$ cat config.mk
export PLATFORM = sky130hd
export DESIGN_NAME = mem_ctrl
export DESIGN_NICKNAME = d
export VERILOG_FILES = /design/src/rtl/mem_ctrl.sv
export SDC_FILE = /design/constraint.sdc
export NUM_CORES = 1
export LEC_CHECK = 0
export BUFFER_PORTS_ARGS = -buffer_cell sky130_fd_sc_hd__buf_2
export CELL_PAD_IN_SITES_DETAIL_PLACEMENT = 0
export CELL_PAD_IN_SITES_GLOBAL_PLACEMENT = 1
export CORE_MARGIN = 2
export CORE_UTILIZATION = 44
export CTS_CLUSTER_DIAMETER = 50
export DETAILED_ROUTE_END_ITERATION = 7
export GPL_TIMING_DRIVEN = 0
export PLACE_DENSITY_LB_ADDON = 0.1
export SLEW_MARGIN = 20
export SYNTH_ARGS = -nofsm -noshare
export SYNTH_HDL_FRONTEND = slang
export SYNTH_SLANG_ARGS = --single-unit
$ cat constraint.sdc
create_clock -name clk -period 6.55 [get_ports clk]
set_input_delay 1.31 -clock clk [delete_from_list [all_inputs] [get_ports clk]]
set_output_delay 1.31 -clock clk [all_outputs]
set_load 0.01 [all_outputs]
$ cat src/rtl/mem_ctrl.sv
// Memory controller: arbitrates ICache fetches and LSB loads/stores onto one
// byte-wide RAM/IO port, serialising each access into little-endian bytes.
module mem_ctrl #(
  parameter logic [1:0] IO_ADDR_BITS = 2'b11
) (
  input  logic        clk,
  input  logic        rst,
  input  logic        rdy,
  input  logic [7:0]  mem_din,
  output logic [7:0]  mem_dout,
  output logic [31:0] mem_a,
  output logic        mem_wr,
  input  logic        io_buffer_full,
  input  logic        clear,
  input  logic        if_enable,
  input  logic [31:0] if_addr,
  output logic [31:0] if_data,
  output logic        if_valid,
  input  logic        ls_enable,
  input  logic        ls_wr,
  input  logic [1:0]  ls_size,
  input  logic [31:0] ls_addr,
  input  logic [31:0] ls_wdata,
  output logic [31:0] ls_rdata,
  output logic        ls_valid
);

  typedef enum logic [2:0] {StIdle, StCool, StIfetch, StLoad, StStore} state_e;

  state_e      state_q, state_d;
  logic [2:0]  cnt_q, cnt_d;
  logic [2:0]  num_q, num_d;
  logic [31:0] addr_q, addr_d;
  logic [31:0] wdata_q, wdata_d;
  logic [31:0] buf_q, buf_d;
  logic [31:0] mem_a_q, mem_a_d;
  logic [7:0]  mem_dout_q, mem_dout_d;
  logic        mem_wr_q, mem_wr_d;
  logic        if_valid_q, if_valid_d;
  logic        ls_valid_q, ls_valid_d;
  logic [31:0] if_data_q, if_data_d;
  logic [31:0] ls_rdata_q, ls_rdata_d;

  logic [2:0]  ls_num;
  logic [2:0]  rd_next;
  logic [4:0]  rd_sel;
  logic [4:0]  wr_sel;
  logic        io_stall;

  assign ls_num   = (ls_size == 2'b00) ? 3'd1 : (ls_size == 2'b01) ? 3'd2 : 3'd4;
  assign rd_next  = cnt_q + 3'd1;
  // Reads lag addresses by two edges, so the byte landing now belongs to lane cnt-1.
  assign rd_sel   = {cnt_q[1:0] - 2'd1, 3'b000};
  assign wr_sel   = {cnt_q[1:0], 3'b000};
  assign io_stall = (addr_q[17:16] == IO_ADDR_BITS) && io_buffer_full;

  always_comb begin
    state_d    = state_q;
    cnt_d      = cnt_q;
    num_d      = num_q;
    addr_d     = addr_q;
    wdata_d    = wdata_q;
    buf_d      = buf_q;
    mem_a_d    = mem_a_q;
    mem_dout_d = mem_dout_q;
    mem_wr_d   = mem_wr_q;
    if_valid_d = 1'b0;
    ls_valid_d = 1'b0;
    if_data_d  = if_data_q;
    ls_rdata_d = ls_rdata_q;

    case (state_q)
      StIdle: begin
        mem_a_d  = '0;
        mem_wr_d = 1'b0;
        cnt_d    = '0;
        buf_d    = '0;
        if (!clear && ls_enable) begin
          addr_d  = ls_addr;
          num_d   = ls_num;
          wdata_d = ls_wdata;
          if (ls_wr) begin
            state_d = StStore;
            if (!((ls_addr[17:16] == IO_ADDR_BITS) && io_buffer_full)) begin
              mem_a_d    = ls_addr;
              mem_wr_d   = 1'b1;
              mem_dout_d = ls_wdata[7:0];
              cnt_d      = 3'd1;
            end
          end else begin
            state_d = StLoad;
            mem_a_d = ls_addr;
          end
        end else if (!clear && if_enable) begin
          addr_d  = if_addr;
          num_d   = 3'd4;
          state_d = StIfetch;
          mem_a_d = if_addr;
        end
      end

      StIfetch, StLoad: begin
        if (clear) begin
          state_d = StIdle;
          mem_a_d = '0;
        end else begin
          cnt_d   = rd_next;
          mem_a_d = (rd_next < num_q) ? addr_q + {29'd0, rd_next} : '0;
          if (cnt_q != 3'd0) begin
            buf_d[rd_sel +: 8] = mem_din;
          end
          if (cnt_q == num_q) begin
            state_d = StCool;
            if (state_q == StIfetch) begin
              if_data_d  = buf_d;
              if_valid_d = 1'b1;
            end else begin
              ls_rdata_d = buf_d;
              ls_valid_d = 1'b1;
            end
          end
        end
      end

      // Stores ignore clear: once accepted they are committed.
      StStore: begin
        if (cnt_q == num_q) begin
          state_d    = StCool;
          mem_wr_d   = 1'b0;
          mem_a_d    = '0;
          ls_valid_d = 1'b1;
        end else if (io_stall) begin
          mem_wr_d = 1'b0;
          mem_a_d  = '0;
        end else begin
          mem_a_d    = addr_q + {29'd0, cnt_q};
          mem_wr_d   = 1'b1;
          mem_dout_d = wdata_q[wr_sel +: 8];
          cnt_d      = rd_next;
        end
      end

      StCool: begin
        state_d  = StIdle;
        mem_a_d  = '0;
        mem_wr_d = 1'b0;
      end

      default: state_d = StIdle;
    endcase
  end

  always_ff @(posedge clk) begin
    if (rst) begin
      state_q    <= StIdle;
      cnt_q      <= '0;
      num_q      <= '0;
      addr_q     <= '0;
      wdata_q    <= '0;
      buf_q      <= '0;
      mem_a_q    <= '0;
      mem_dout_q <= '0;
      mem_wr_q   <= 1'b0;
      if_valid_q <= 1'b0;
      ls_valid_q <= 1'b0;
      if_data_q  <= '0;
      ls_rdata_q <= '0;
    end else if (rdy) begin
      state_q    <= state_d;
      cnt_q      <= cnt_d;
      num_q      <= num_d;
      addr_q     <= addr_d;
      wdata_q    <= wdata_d;
      buf_q      <= buf_d;
      mem_a_q    <= mem_a_d;
      mem_dout_q <= mem_dout_d;
      mem_wr_q   <= mem_wr_d;
      if_valid_q <= if_valid_d;
      ls_valid_q <= ls_valid_d;
      if_data_q  <= if_data_d;
      ls_rdata_q <= ls_rdata_d;
    end
  end

  assign mem_a    = mem_a_q;
  assign mem_dout = mem_dout_q;
  assign mem_wr   = mem_wr_q;
  assign if_valid = if_valid_q;
  assign ls_valid = ls_valid_q;
  assign if_data  = if_data_q;
  assign ls_rdata = ls_rdata_q;

endmodule

==> flow_metrics.py, run 1 <==
metrics = {
    "hold_path": {
        "min-delay-start": "wdata_q[1]$_SDFFE_PP0P_",
        "hold_path_class": "register to register",
        "worstHoldEndpoint": "wdata_q[1]$_SDFFE_PP0P_",
        "worstHoldPathCells": 2,
    },
    "placement": {
        "hpwl_um": 30700,
        "dp.cells": 1856,
        "place_area_um2": 12300,
        "port_buffers": 219,
        "place.gp.congestion": 1.01,
    },
    "synth": {
        "synth_edf_count": 0,
        "synth_top_area_share_pct": 39.3,
        "synth_flop_cell": "dfxtp_1",
        "ys_seq_elements": 212,
        "postSynth.asyncResetShare_pct": 0,
        "netlist_top_cells_area": "dfxtp_1 (39%), nor2_1 (6.6%), nand2_1 (5.9%), a21oi_1 (5.2%), a211oi_1 (4.2%)",
        "yosysWarningCount": 0,
        "synthDistinctLibCells": 73,
        "synth_common_cells": "dfxtp_1 (212), nor2_1 (190), nand2_1 (169)",
        "syn-num-nets": 1444,
        "yosysTopAreaCell": "dfxtp_1",
        "synth.avg_cell_area_um2": 8.24,
        "yosysMostFrequentCell": "dfxtp_1",
        "netlist_area_um2": 10800,
        "syn_inst": 1313,
        "ys_seq_area_share_pct": 39.3,
    },
    "clocking": {
        "ctsLongestPathBuffers": 3,
        "root_buffer": "clkbuf_16",
        "clkSinkCount": 212,
        "cts_setup_buffers": 0,
        "clk_pin_slew_ns": 0.06,
        "cts_made_buffers": 27,
        "cts_resized": 0,
        "cts_hold_buf": 0,
        "cts_tree": "built",
        "clk_latency_ns": 0.56,
        "h-tree-depth": 1,
    },
    "timing": {
        "min_period_ns": 3.88,
        "rsz0062_at_grt": "false",
        "hold_slack_ns": 0.454,
        "setup_violations": 0,
        "max-slew-margin-rel_pct": 28.6,
        "fmax_mhz": 258,
        "tns_ns": 0,
        "fin_crit_sh_pct": 59.2,
        "slew_viol_final": 0,
        "hold_violations": 0,
        "worstMarginPinSlew_ns": 1.07,
        "fin_skew_ns": 0.0157,
    },
    "die": {
        "row_count": 57,
        "io_pins": 221,
        "start_util_pct": 44.6,
        "core-area_um2": 24200,
        "die_h_um": 161,
        "dieWidth_um": 161,
        "dieArea_um2": 25800,
    },
    "global_routing": {
        "overflow": 0,
        "grt_max_degree": 15,
        "antenna_found_initial": 0,
        "grt_use_total_pct": 30.6,
        "grt_use_met2_pct": 47.4,
        "met3_usage_pct": 5.76,
        "grt_pass1_wl_um": 61900,
        "grt_pass1_vias": 10554,
        "grt_util_met1_pct": 43.7,
        "grt-busiest-layer": "met2",
    },
    "detailed_routing": {
        "routed_wl_um": 41000,
        "dr.pass1.iters": 5,
        "viasPerCell": 5.89,
        "drt.antenna.violating_nets": 0,
        "dr_total_vias": 11222,
        "drtIter0Drc": 983,
        "drc": 0,
        "wire_per_inst_um": 21.5,
    },
    "setup_path": {
        "path_class": "register to register",
        "regToRegSetupSlack_ns": 2.67,
        "cp_max_fo": 11,
        "r2r_cells": 10,
        "arrival_ns": 4.34,
        "endpoint_kind": "register",
        "required_ns": 7.01,
        "timing.rr.end": "mem_a[6]$_SDFFE_PP0P_",
        "startpoint_type": "register",
        "reg2reg_from": "cnt_q[0]$_SDFFE_PP0P_",
    },
    "finish": {
        "multi_input_area_um2": 5980,
        "regArea_um2": 4240,
        "drive_gt1_share_pct": 23.0,
        "fin_cells": 1906,
        "final_nets": 1692,
        "fin_util_pct": 54.5,
        "stdcell_area_um2": 13200,
        "areaGrowthSynthToFinish_pct": 22.2,
        "n_fill_cell": 2442,
    },
    "power": {
        "p_leak_nw": 5.12,
        "powerDensity_nw_per_um2": 246,
        "vdd_ir_drop_max_mv": 0.167,
    },
    "outcome": {
        "status": "finished clean",
    },
    "flow_run": {
        "cap_viol_max_count": 0,
    },
}
-- routing by layer --
| metal | up-vias | part of all wire, % |
|---|---|---|
| met2 | 492 | 43 |
| met5 | - | 0 |
| met1 | 5321 | 46 |
| li1 | 5348 | - |
| met4 | 0 | 2.3 |
| met3 | 61 | 8.8 |
-- worst max path at each step --
stage	slack, ns	depth (start not counted)	endpoint	start
after floorplan	3.80	11	mem_a[26]$_SDFFE_PP0P_	cnt_q[1]$_SDFFE_PP0P_
after CTS	2.77	10	mem_a[6]$_SDFFE_PP0P_	cnt_q[0]$_SDFFE_PP0P_
after detailed placement	2.76	9	mem_a[5]$_SDFFE_PP0P_	clear
final	2.67	10	mem_a[6]$_SDFFE_PP0P_	cnt_q[0]$_SDFFE_PP0P_
after global placement	2.76	9	mem_a[5]$_SDFFE_PP0P_	clear
after global routing	2.46	10	mem_a[6]$_SDFFE_PP0P_	cnt_q[0]$_SDFFE_PP0P_
-- report_power, final --
part / internal, mW / total [mW] / switching (mW)
Sequential: 1.34 / 1.38 / 0.0421
Combinational: 0.141 / 0.406 / 0.264
Clock: 0.868 / 1.47 / 0.604
Total: 2.34 / 3.26 / 0.910
-- kinds of logic (layout without fill, tap and decap cells) --
group           Yosys count  in the layout  synth area share (%)
simple gates            514            514                  21.4
xor+xnor                 18             18                  1.63
compound gates          414            414                  28.2
other cells               0              2                     0
buf+inv                 128            395                  5.47
fa+ha+maj                17             17                  2.11
flops                   212            212                  39.3
mux                      10             10                  1.85
-- cell usage in the layout, fill, tap and decap left out, types with 10 or more instances in the layout --
master and n:
buf_2 250, dfxtp_1 212, nor2_1 190, nand2_1 169, a21oi_1 113, clkbuf_1 68, a211oi_1 60, o21ai_0 34
nor3_1 32, a311oi_1 31, nand3_1 29, a211oi_2 28, clkbuf_16 27, a2bb2oi_1 25, and2_1 22, a32oi_1 20
a221oi_1 17, nand4_1 15, o31ai_1 15, ha_1 15, inv_1 13, a22oi_1 13, and4_1 13, buf_4 11
xor2_1 10
-- state kept, by name, indices dropped and copies added, names as in the netlist --
register / count
ls_rdata: 32
if_data: 32
wdata_q: 32
if_valid: 1
cnt_q: 3
addr_q: 32
buf_q: 32
state_q: 3
num_q: 3
mem_dout: 8
ls_valid: 1
mem_wr: 1
mem_a: 32
-- layout make-up --
cell class / instances / area share (%)
multi-input cells: 973 / 45.3
flip-flops and latches: 212 / 32.1
repair buffers: 219 / 8.30
clock buffers: 35 / 5.80
plain buffers: 114 / 4.08
well taps: 324 / 3.07
clock inverters: 13 / 0.919
inverters: 14 / 0.398
diodes: 2 / 0.0379
-- critical path, stage by stage, from the launching register on --
cell,delay [ns]
dfxtp_1,0.69
inv_1,0.26
ha_1,0.53
ha_1,0.28
nor2b_1,0.12
o21ai_1,0.32
nand2_1,0.29
clkbuf_1,0.39
o211ai_1,0.26
o21ai_0,0.34
a211oi_1,0.31
-- metrics by stage --
stage / power, mW / worst slack, ns
2_1_floorplan: 1.62 / 3.80
6_report: 3.26 / 2.67
4_1_cts: 3.26 / 2.77
3_5_place_dp: 1.80 / 2.76
5_1_grt: 3.36 / 2.46
3_3_place_gp: 1.80 / 2.76
(Power assumes the default switching activity.)
==> run 2: changes to the inputs <==
- CORE_UTILIZATION: 44 -> 41
- clock period: 6.55 -> 4 ns (I/O delays scaled with it)
==> run 2 against run 1 <==
Net effect: via count is 0.76% higher; sequential power is 64% higher; cell count increased by 0.84%; wire length rose by 1.4%; register-to-register slack worse by 2.3 ns; worst hold slack worse by 0.0072 ns; core utilization shrank 3.1 points; clock skew down 0.0055 ns; first-iteration DRC count fell by 7.4%; die area increased by 7.1%; clock power is 84% higher.
==> flow_metrics.py, run 2 (synthesized netlist as in run 1, its figures left out) <==
metrics = {
    "outcome": {
        "status": "finished clean",
    },
    "timing": {
        "setup_violations": 0,
        "min_period_ns": 3.66,
        "hold_violations": 0,
        "setup_slack_ns": 0.335,
        "max-slew-margin-rel_pct": 37.3,
        "fmax_mhz": 273,
        "fin_skew_ns": 0.0102,
        "hold_slack_ns": 0.447,
        "slew_viol_final": 0,
        "worstMarginPinSlew_ns": 0.941,
        "tns_ns": 0,
        "fin_crit_sh_pct": 91.6,
        "rsz0062_at_grt": "false",
    },
    "finish": {
        "stdcell_area_um2": 13400,
        "fin_cells": 1922,
        "areaGrowthSynthToFinish_pct": 23.5,
        "final_nets": 1695,
        "diodes": 0,
        "final_common_cell": "buf_2",
        "fin_util_pct": 51.4,
        "drive_gt1_share_pct": 23.3,
        "layout_common_cells": "buf_2 (250), dfxtp_1 (211), nor2_1 (190), nand2_1 (169), a21oi_1 (113)",
    },
    "power": {
        "powerDensity_nw_per_um2": 422,
        "vdd_ir_drop_max_mv": 0.324,
        "p_leak_nw": 5.17,
        "power_mw": 5.63,
    },
    "clocking": {
        "cts_setup_buffers": 0,
        "clkSinkCount": 212,
        "cts_tree": "built",
        "h-tree-depth": 1,
        "clk_latency_ns": 0.57,
        "clk_pin_slew_ns": 0.06,
        "ctsLongestPathBuffers": 3,
        "cts_made_buffers": 29,
        "root_buffer": "clkbuf_16",
        "cts_hold_buf": 0,
    },
    "global_routing": {
        "grt_pass1_vias": 10618,
        "grt_use_total_pct": 28.9,
        "antenna_found_initial": 0,
        "grt_max_degree": 16,
        "grt_pass1_wl_um": 63200,
        "overflow": 0,
    },
    "setup_path": {
        "endpoint_kind": "register",
        "crit_path_start": "cnt_q[1]$_SDFFE_PP0P_",
        "cp_max_fo": 10,
        "arrival_ns": 4.15,
        "startpoint_type": "register",
        "reg2reg_from": "cnt_q[1]$_SDFFE_PP0P_",
        "path_class": "register to register",
        "required_ns": 4.48,
    },
    "placement": {
        "dp_worst_setup_slack_ns": 0.269,
        "dp.cells": 1867,
        "hpwl_um": 30800,
        "place_area_um2": 12300,
        "place.gp.congestion": 0.971,
        "port_buffers": 219,
    },
    "detailed_routing": {
        "viasPerCell": 5.88,
        "dr.pass1.iters": 5,
        "drt.antenna.violating_nets": 0,
        "routed_wl_um": 41600,
        "drc": 0,
        "wire_per_inst_um": 21.6,
        "drtIter0Drc": 910,
        "dr_total_vias": 11307,
    },
    "flow_run": {
        "cap_viol_max_count": 0,
    },
    "die": {
        "row_count": 59,
        "die_h_um": 166,
        "core-area_um2": 26000,
        "dieArea_um2": 27700,
        "dieWidth_um": 166,
        "start_util_pct": 41.6,
        "io_pins": 221,
    },
    "hold_path": {
        "min-delay-start": "mem_a[5]$_SDFFE_PP0P_",
        "hold_path_class": "register to register",
    },
}
[run 2: cell count changes in the layout (fill, tap and decap cells not counted), sizes merged]
cell and change:
clkinvlp +1, clkinv -5, bufinv +2, inv +5, clkbuf +4, diode -2
[run 2: power breakdown]
group          leakage, nW  internal, mW  total (mW)  switching [mW]
Combinational         2.96         0.231       0.668           0.437
Clock                0.490          1.63        2.71            1.08
Sequential            1.72          2.19        2.26          0.0706
[run 2: layer usage]
metal,GRT usage [%],routed length (µm)
met1,41.1,18800
met2,44.7,18000
met3,5.89,3830
met4,7.80,875
met5,0,0
[run 2: what timing repair did]
item,4_1_cts,5_1_grt
endpoints found under the hold margin,0,0
gates resized for setup,0,1
endpoints found under the setup margin,0,1
[run 2: final timing paths]
kind | end | slack [ns] | depth (start not counted)
min | mem_a[5]$_SDFFE_PP0P_ | 0.45 | 2
min reg2reg | mem_a[5]$_SDFFE_PP0P_ | 0.45 | 2
max reg2reg | mem_a[1]$_SDFFE_PP0P_ | 0.34 | 11
max | mem_a[1]$_SDFFE_PP0P_ | 0.34 | 11
[run 2: worst max-delay path, stage by stage, from the launching register on]
cell      delay [ns]
dfxtp_1         0.49
buf_4           0.28
inv_1           0.11
ha_1            0.47
ha_1            0.28
nor2b_1         0.13
o21ai_1         0.36
nand2_1         0.28
clkbuf_1        0.35
o21ai_0         0.48
o21ai_0         0.18
a21oi_1         0.17
[run 2: area by class of cell]
cell class / count / area [µm²]
clock buffer: 38 / 800
inverter: 14 / 52.6
buffer: 114 / 539
clock inverter: 16 / 208
multi-input combinational: 973 / 5980
sequential: 212 / 4250
fill: 2656 / 12600
timing repair buffer: 220 / 1100
tap: 335 / 419
==> run 3: changes to the inputs <==
- RECOVER_POWER: default -> 100
==> run 3 against run 2 <==
Net effect: the flow now finishes with violations (max-capacitance violations, max-slew violations); core utilization is 1.3 points lower; die area stayed put; wire length is 0.35% higher; largest cell class unchanged; highest routed layer unchanged; design area is 2.4% lower; via count is 0.34% higher; global-route usage stayed put; register-to-register slack worse by 0.12 ns; combinational power is 3% lower; worst hold slack better by 0.0036 ns.
==> flow_metrics.py, run 3 (synthesized netlist as in run 1, its figures left out) <==
metrics = {
    "timing": {
        "fin_skew_ns": 0.0123,
        "max-slew-margin-rel_pct": -15.1,
        "tns_ns": 0,
        "fin_crit_sh_pct": 94.7,
        "slew_viol_final": 22,
        "rsz0062_at_grt": "false",
        "hold_violations": 0,
        "min_period_ns": 3.79,
        "worstMarginPinSlew_ns": 1.71,
        "setup_violations": 0,
        "fmax_mhz": 264,
    },
    "clocking": {
        "cts_tree": "built",
        "cts_made_buffers": 29,
        "root_buffer": "clkbuf_16",
        "cts_resized": 0,
        "clk_pin_slew_ns": 0.06,
        "clkSinkCount": 212,
        "cts_hold_buf": 0,
        "clk_latency_ns": 0.57,
        "cts_setup_buffers": 0,
        "h-tree-depth": 1,
        "ctsLongestPathBuffers": 3,
    },
    "die": {
        "dieArea_um2": 27700,
        "die_h_um": 166,
        "dieWidth_um": 166,
        "row_count": 59,
        "core-area_um2": 26000,
        "start_util_pct": 41.6,
        "io_pins": 221,
    },
    "finish": {
        "layout_common_cells": "dfxtp_1 (211), clkbuf_1 (198), nor2_1 (190), nand2_1 (169), buf_2 (132)",
        "n_fill_cell": 2736,
        "final_common_cell": "dfxtp_1",
        "drive_gt1_share_pct": 13.7,
        "areaGrowthSynthToFinish_pct": 20.4,
        "diodes": 0,
        "final_nets": 1695,
        "stdcell_area_um2": 13000,
    },
    "setup_path": {
        "path_delay_family": "XOR/XNOR gates",
        "regToRegSetupSlack_ns": 0.21,
        "cp_max_fo": 10,
        "max_stage_delay_ns": 1.16,
        "arrival_ns": 4.27,
        "crit_path_start": "state_q[0]$_SDFFE_PP0P_",
        "required_ns": 4.48,
        "endpoint_kind": "register",
        "crit_chain": "buf_2, or2_1, buf_2, xnor2_1, nand2_2, nor2_4, clkbuf_1, nor2_1, a211oi_1",
        "critical-path-slowest-cell": "xnor2_1",
        "startpoint_type": "register",
        "reg2reg_from": "state_q[0]$_SDFFE_PP0P_",
        "crit_top_cell": "buf_2",
        "crit_cells": 9,
        "timing.rr.end": "addr_q[9]$_SDFFE_PP0P_",
        "cp-endpoint": "addr_q[9]$_SDFFE_PP0P_",
        "cp.buffers_inverters": 3,
        "r2r_cells": 9,
        "path_class": "register to register",
    },
    "outcome": {
        "violations": "max-capacitance violations, max-slew violations",
        "status": "finished with violations",
    },
    "detailed_routing": {
        "drc": 0,
        "drtIter0Drc": 980,
        "dr.pass1.iters": 5,
        "wire_per_inst_um": 21.7,
        "routed_wl_um": 41700,
        "viasPerCell": 5.90,
        "dr_total_vias": 11346,
        "drt.antenna.violating_nets": 0,
    },
    "global_routing": {
        "grt_use_total_pct": 28.9,
        "overflow": 0,
        "grt_pass1_wl_um": 63200,
        "grt_pass1_vias": 10618,
        "grt_max_degree": 16,
        "antenna_found_initial": 0,
    },
    "placement": {
        "place_area_um2": 12300,
        "place.gp.congestion": 0.971,
        "port_buffers": 219,
        "hpwl_um": 30800,
    },
    "hold_path": {
        "hold_path_class": "register to register",
        "min-delay-start": "mem_a[5]$_SDFFE_PP0P_",
    },
    "power": {
        "p_leak_nw": 4.60,
        "powerDensity_nw_per_um2": 431,
        "vdd_ir_drop_max_mv": 0.325,
    },
    "flow_run": {
        "cap_viol_max_count": 2,
    },
}
-- run 3: worst min-delay path by stage --
stage	to	depth (start not counted)
after floorplan	wdata_q[16]$_SDFFE_PP0P_	2
after global placement	mem_a[23]$_SDFFE_PP0P_	2
after detailed placement	mem_a[23]$_SDFFE_PP0P_	2
after CTS	wdata_q[25]$_SDFFE_PP0P_	3
after global routing	wdata_q[14]$_SDFFE_PP0P_	3
final	mem_a[5]$_SDFFE_PP0P_	2
-- run 3: report_power, final --
| group | leakage [nW] | internal, mW | switching, mW |
|---|---|---|---|
| clock | 0.490 | 1.63 | 1.08 |
| combinational | 2.39 | 0.217 | 0.433 |
| sequential | 1.72 | 2.19 | 0.0718 |
| total | 4.60 | 4.03 | 1.58 |
-- run 3: per-layer routing --
| metal | vias up | GRT usage [%] | wire [µm] |
|---|---|---|---|
| met5 | - | 0 | 0 |
| li1 | 5344 | - | - |
| met1 | 5395 | 41.1 | 18700 |
| met2 | 539 | 44.7 | 18000 |
| met4 | 0 | 7.80 | 940 |
| met3 | 68 | 5.89 | 4040 |
-- run 3: tightest hold or removal path, delay by kind of cell (launching register included) --
family          cells  cell delay [ns]
flops               1             0.31
compound gates      1             0.05
simple gates        1             0.05
-- run 3: layout make-up --
cell class	instances	area, µm²	area share [%]
multi-input combinational	973	5840	44.9
sequential	212	4250	32.6
timing repair buffer	220	968	7.44
clock buffer	38	800	6.14
buffer	114	489	3.76
tap	335	419	3.22
clock inverter	16	208	1.59
inverter	14	52.6	0.403
-- run 3: metrics by stage --
step | setup WS (ns) | utilization, % | cells | hold WS [ns] | power (mW)
after detailed placement | 0.269 | 47.5 | 1867 | 0.440 | 2.95
final | 0.213 | 50.1 | 1922 | 0.450 | 5.61
after global routing | 0.0723 | 50.1 | 1922 | 0.467 | 5.80
after floorplan | 1.25 | - | 1313 | 0.433 | 2.66
after global placement | 0.288 | 47.4 | 1867 | 0.437 | 2.95
after CTS | 0.228 | 51.3 | 1921 | 0.446 | 5.64
